<file path="src/rtl/ds_dec.sv">
// Second-order CIC decimator recovering a DEPTH-bit volume word from a 1-bit
// first-order delta-sigma stream; decimates by 2^DEC_LOG in the clk domain.
module ds_dec #(
  parameter int DEPTH   = 12,
  parameter int DEC_LOG = 6
) (
  input  logic             clk,
  input  logic             map_rst,
  input  logic             snd_in,
  output logic [DEPTH-1:0] vol_out,
  output logic             vol_vld
);

  localparam int W = 2*DEC_LOG + 1;
  localparam logic [DEC_LOG-1:0] DCNT_ONE  = DEC_LOG'(1);
  localparam logic [DEC_LOG-1:0] DCNT_LAST = {DEC_LOG{1'b1}};
  localparam logic [1:0]         PRIME_MAX = 2'd2;

  logic [W-1:0]       i1_r, i2_r, snap_r, d1_r, d2_r, cic_r;
  logic [DEC_LOG-1:0] dcnt_r;
  logic               snap_vld_r, cic_vld_r;
  logic [1:0]         prime_r;

  logic [W-1:0]       i1_nxt_s, i2_nxt_s, c1_s, c2_s;
  logic               frame_end_s;
  logic [DEPTH-1:0]   vol_nxt_s;

  assign i1_nxt_s    = i1_r + {{(W-1){1'b0}}, snd_in};
  assign i2_nxt_s    = i2_r + i1_nxt_s;
  assign frame_end_s = (dcnt_r == DCNT_LAST);
  assign c1_s        = snap_r - d1_r;
  assign c2_s        = c1_s - d2_r;

  // Output scaling; the top bit of cic is set only by the all-ones frame code.
  always_comb begin
    vol_nxt_s = {DEPTH{1'b0}};
    if (cic_r[W-1]) begin
      vol_nxt_s = {DEPTH{1'b1}};
    end else begin
      vol_nxt_s = cic_r[2*DEC_LOG-1 -: DEPTH];
    end
  end

  // Integrators (modulo 2^W) and frame counter.
  always_ff @(posedge clk) begin
    if (map_rst) begin
      i1_r       <= {W{1'b0}};
      i2_r       <= {W{1'b0}};
      dcnt_r     <= {DEC_LOG{1'b0}};
      snap_r     <= {W{1'b0}};
      snap_vld_r <= 1'b0;
    end else begin
      i1_r       <= i1_nxt_s;
      i2_r       <= i2_nxt_s;
      dcnt_r     <= dcnt_r + DCNT_ONE;
      snap_vld_r <= frame_end_s;
      if (frame_end_s) begin
        snap_r <= i2_nxt_s;
      end
    end
  end

  // Comb stage, one clk after each snapshot.
  always_ff @(posedge clk) begin
    if (map_rst) begin
      d1_r      <= {W{1'b0}};
      d2_r      <= {W{1'b0}};
      cic_r     <= {W{1'b0}};
      cic_vld_r <= 1'b0;
    end else begin
      cic_vld_r <= snap_vld_r;
      if (snap_vld_r) begin
        d1_r  <= snap_r;
        d2_r  <= c1_s;
        cic_r <= c2_s;
      end
    end
  end

  // Output register; the first two frames after reset update vol_out silently.
  always_ff @(posedge clk) begin
    if (map_rst) begin
      vol_out <= {DEPTH{1'b0}};
      vol_vld <= 1'b0;
      prime_r <= 2'd0;
    end else begin
      vol_vld <= cic_vld_r && (prime_r == PRIME_MAX);
      if (cic_vld_r) begin
        vol_out <= vol_nxt_s;
        if (prime_r != PRIME_MAX) begin
          prime_r <= prime_r + 2'd1;
        end
      end
    end
  end

endmodule

</file>
<file path="config.mk">
export PLATFORM = sky130hd
export DESIGN_NAME = ds_dec
export DESIGN_NICKNAME = d
export VERILOG_FILES = /design/src/rtl/ds_dec.sv
export SDC_FILE = /design/constraint.sdc
export NUM_CORES = 1
export LEC_CHECK = 0
export ABC_AREA = 1
export CELL_PAD_IN_SITES_DETAIL_PLACEMENT = 1
export CELL_PAD_IN_SITES_GLOBAL_PLACEMENT = 2
export CORE_ASPECT_RATIO = 1.25
export CORE_MARGIN = 2
export CORE_UTILIZATION = 36
export DETAILED_ROUTE_END_ITERATION = 10
export PLACE_DENSITY_LB_ADDON = 0.2
export SLEW_MARGIN = 20
export SYNTH_ARGS = -nofsm -noshare
export SYNTH_HDL_FRONTEND = slang
export SYNTH_SLANG_ARGS = --single-unit
</file>
<file path="constraint.sdc">
create_clock -name clk -period 3.64 [get_ports clk]
set_input_delay 0.728 -clock clk [delete_from_list [all_inputs] [get_ports clk]]
set_output_delay 0.728 -clock clk [all_outputs]
set_load 0.02 [all_outputs]
</file>
==> flow_summary.toml <==
[place]
portBuffers = 15
gp_congestion = 0.864
dp_hpwl_mm = 10.1
dp_cells = 912
placed_area_um2 = 5700

[routing]
drt_iter0_markers = 125
wl_mm = 13.2
antenna_left = 0
via_count = 4628
drc = 0
first_pass_iters = 4
routedWlPerCell_um = 14.2
avgViaCountPerCell = 4.98

[final_layout]
fin_nets = 792
finalInstanceArea_um2 = 6070
insertedDiodeCount = 0
drive_above_1_share = 0.0599
area_growth_pct = 13.9
final_cells = 929

[synth]
avgSynthCellArea_um2 = 7.31
synth_most_common_cell = "inv_1"
synth_cells = 729
yosysTopAreaCellShare = 0.379
syn_nets = 775
synthTopCellsByArea = "dfxtp_1 (38%), ha_1 (9.4%), inv_1 (8.9%), a21oi_1 (7.7%), nand2_1 (6.2%)"
synth_edf_count = 0
synthArstFlopShare = 0
ys_ff_latch = 101
synth_commonest_cells = "inv_1 (126), dfxtp_1 (101), nand2_1 (88)"
synth_warnings = 0
synth.largest_area_cell = "dfxtp_1"
synthFlopType = "dfxtp_1"
synthDistinctLibCells = 33
netlist_area_um2 = 5330
yosysSeqAreaShare = 0.379

[critical_path]
crit_required_ns = 3.89
cp_max_fo = 3
critPathArrivalTime_ns = 3.60
startpoint_type = "input pin"
end_kind = "flop"
crit_type = "in -> reg"

[timing]
fmax_ghz = 0.299
skew_ns = 0.00785
fin_crit_ns = 3.35
max_slew_margin = 0.546
tightest_slew_ns = 0.681
setup_violations = 0
hold_viol_final = 0
fin_crit_sh = 0.919
rsz0062_at_grt = "false"
slew_viol_final = 0

[power]
pwr_density_cell_nw_per_um2 = 378
power.total_w = 0.00230
vdd_drop_max_uv = 165
leakage_nw = 2.83

[global_routing]
antenna_found_initial = 0
top_usage_layer = "met2"
grt_max_degree = 60
grtUsageMet2 = 0.350
first_global_vias = 4935
use_met1 = 0.192
grt_pass1_wl_mm = 23.0
grt-ovfl-total = 0
grt_use_met3 = 0.0208
track_usage = 0.180

[clocking]
cts_tree = "done"
clock_sinks = 101
cts_buffers = 9
holdBufCountCts = 0
cts.path.max_buffers = 2
clk_pin_slew_ns = 0.07
htreeDepth = 3
worstSkewPairLatency_ns = 0.35
ctsRootBufferMaster = "clkbuf_16"

[min_path]
hold_class = "reg -> reg"

[die]
ios = 16
die_w_um = 113
core_area_um2 = 14400
die_area_um2 = 15800
std_cell_rows = 49
start_util = 0.370
dieHeight_um = 140

[job]
max_cap_viol_count = 0

[outcome]
outcome = "finished, final reports clean"
==> area by class of cell <==
class / count / area [um2]
tap: 178 / 223
timing repair buffer: 28 / 243
clock buffer: 10 / 239
multi-input combinational: 477 / 2760
clock inverter: 6 / 105
sequential: 101 / 2020
fill: 1831 / 8340
inverter: 129 / 484
==> final timing paths <==
kind / startpoint / endpoint / slack [ns] / depth (start not counted)
min: dcnt_r[0] / dcnt_r[0] / 0.45 / 1
max reg2reg: snap_r[0] / cic_r[11] / 0.34 / 14
max: snd_in / snap_r[11] / 0.29 / 19
min reg2reg: dcnt_r[0] / dcnt_r[0] / 0.45 / 1
==> routing by layer <==
layer	part of all wire	routed length, um
met1	0.42	5530
met2	0.54	7160
met3	0.012	157
met4	0.029	388
met5	0	0
==> critical path, stage by stage <==
cell	delay [ns]
clkdlybuf4s50_1	0.46
ha_1	0.17
ha_1	0.19
nand2_2	0.08
nor2_4	0.09
inv_2	0.05
nor2_4	0.09
nand2_2	0.05
or3_1	0.32
xor2_1	0.17
ha_1	0.33
inv_1	0.07
nor3_1	0.24
nand3_1	0.11
nand3_1	0.12
xnor2_1	0.14
nand2_1	0.07
nand2_1	0.07
inv_1	0.03
==> cells in the final DEF, fill, tap and decap left out, types with 3 or more instances in the layout <==
cell / n
nand3_1: 35
a21oi_1: 81
a21boi_1: 3
nor2_1: 78
nor3_1: 11
nand4_1: 4
dfxtp_1: 101
ha_1: 40
nor2_2: 3
nand2_1: 88
buf_4: 13
o21a_1: 5
xor2_1: 22
o21ai_0: 60
clkdlybuf4s50_1: 14
o21ai_1: 9
xnor2_1: 12
inv_1: 126
fa_1: 3
inv_2: 3
clkbuf_16: 9
o211ai_1: 6
==> cell families after synthesis <==
kind of cell | Yosys count | share of synthesized area
fa+ha+maj | 43 | 0.105
flops | 101 | 0.379
buf+inv | 151 | 0.107
simple gates | 227 | 0.180
xor+xnor | 35 | 0.0575
compound gates | 172 | 0.171
==> power by group <==
group          switching (W)  total [W]  internal [W]
Clock               0.000452    0.00109      0.000636
Sequential        0.00000848    0.00113       0.00112
Combinational      0.0000547  0.0000824     0.0000276
Total               0.000516    0.00230       0.00178
==> state kept, by name (all words and copies together), names as in the netlist <==
register and flops:
i2_r 13, dcnt_r 6, snap_vld_r 1, i1_r 13
cic_r 13, cic_vld_r 1, prime_r 2, vol_out 12
d2_r 13, snap_r 13, d1_r 13, vol_vld 1
==> metrics by stage <==
step	util	hold slack, ns	setup TNS, ns	worst slack (ns)
after floorplan	-	0.418	0	0.613
after global placement	0.396	0.425	-0.136	-0.0886
after detailed placement	0.396	0.453	-0.293	-0.0859
after CTS	0.420	0.462	0	0.254
after global routing	0.421	0.480	0	0.0159
final	0.421	0.455	0	0.294
==> repair_timing <==
item                                    4_1_cts  5_1_grt
gates resized for setup                       0        4
setup buffers                                 0        1
endpoints found under the setup margin        0        2
(Power assumes the default switching activity.)
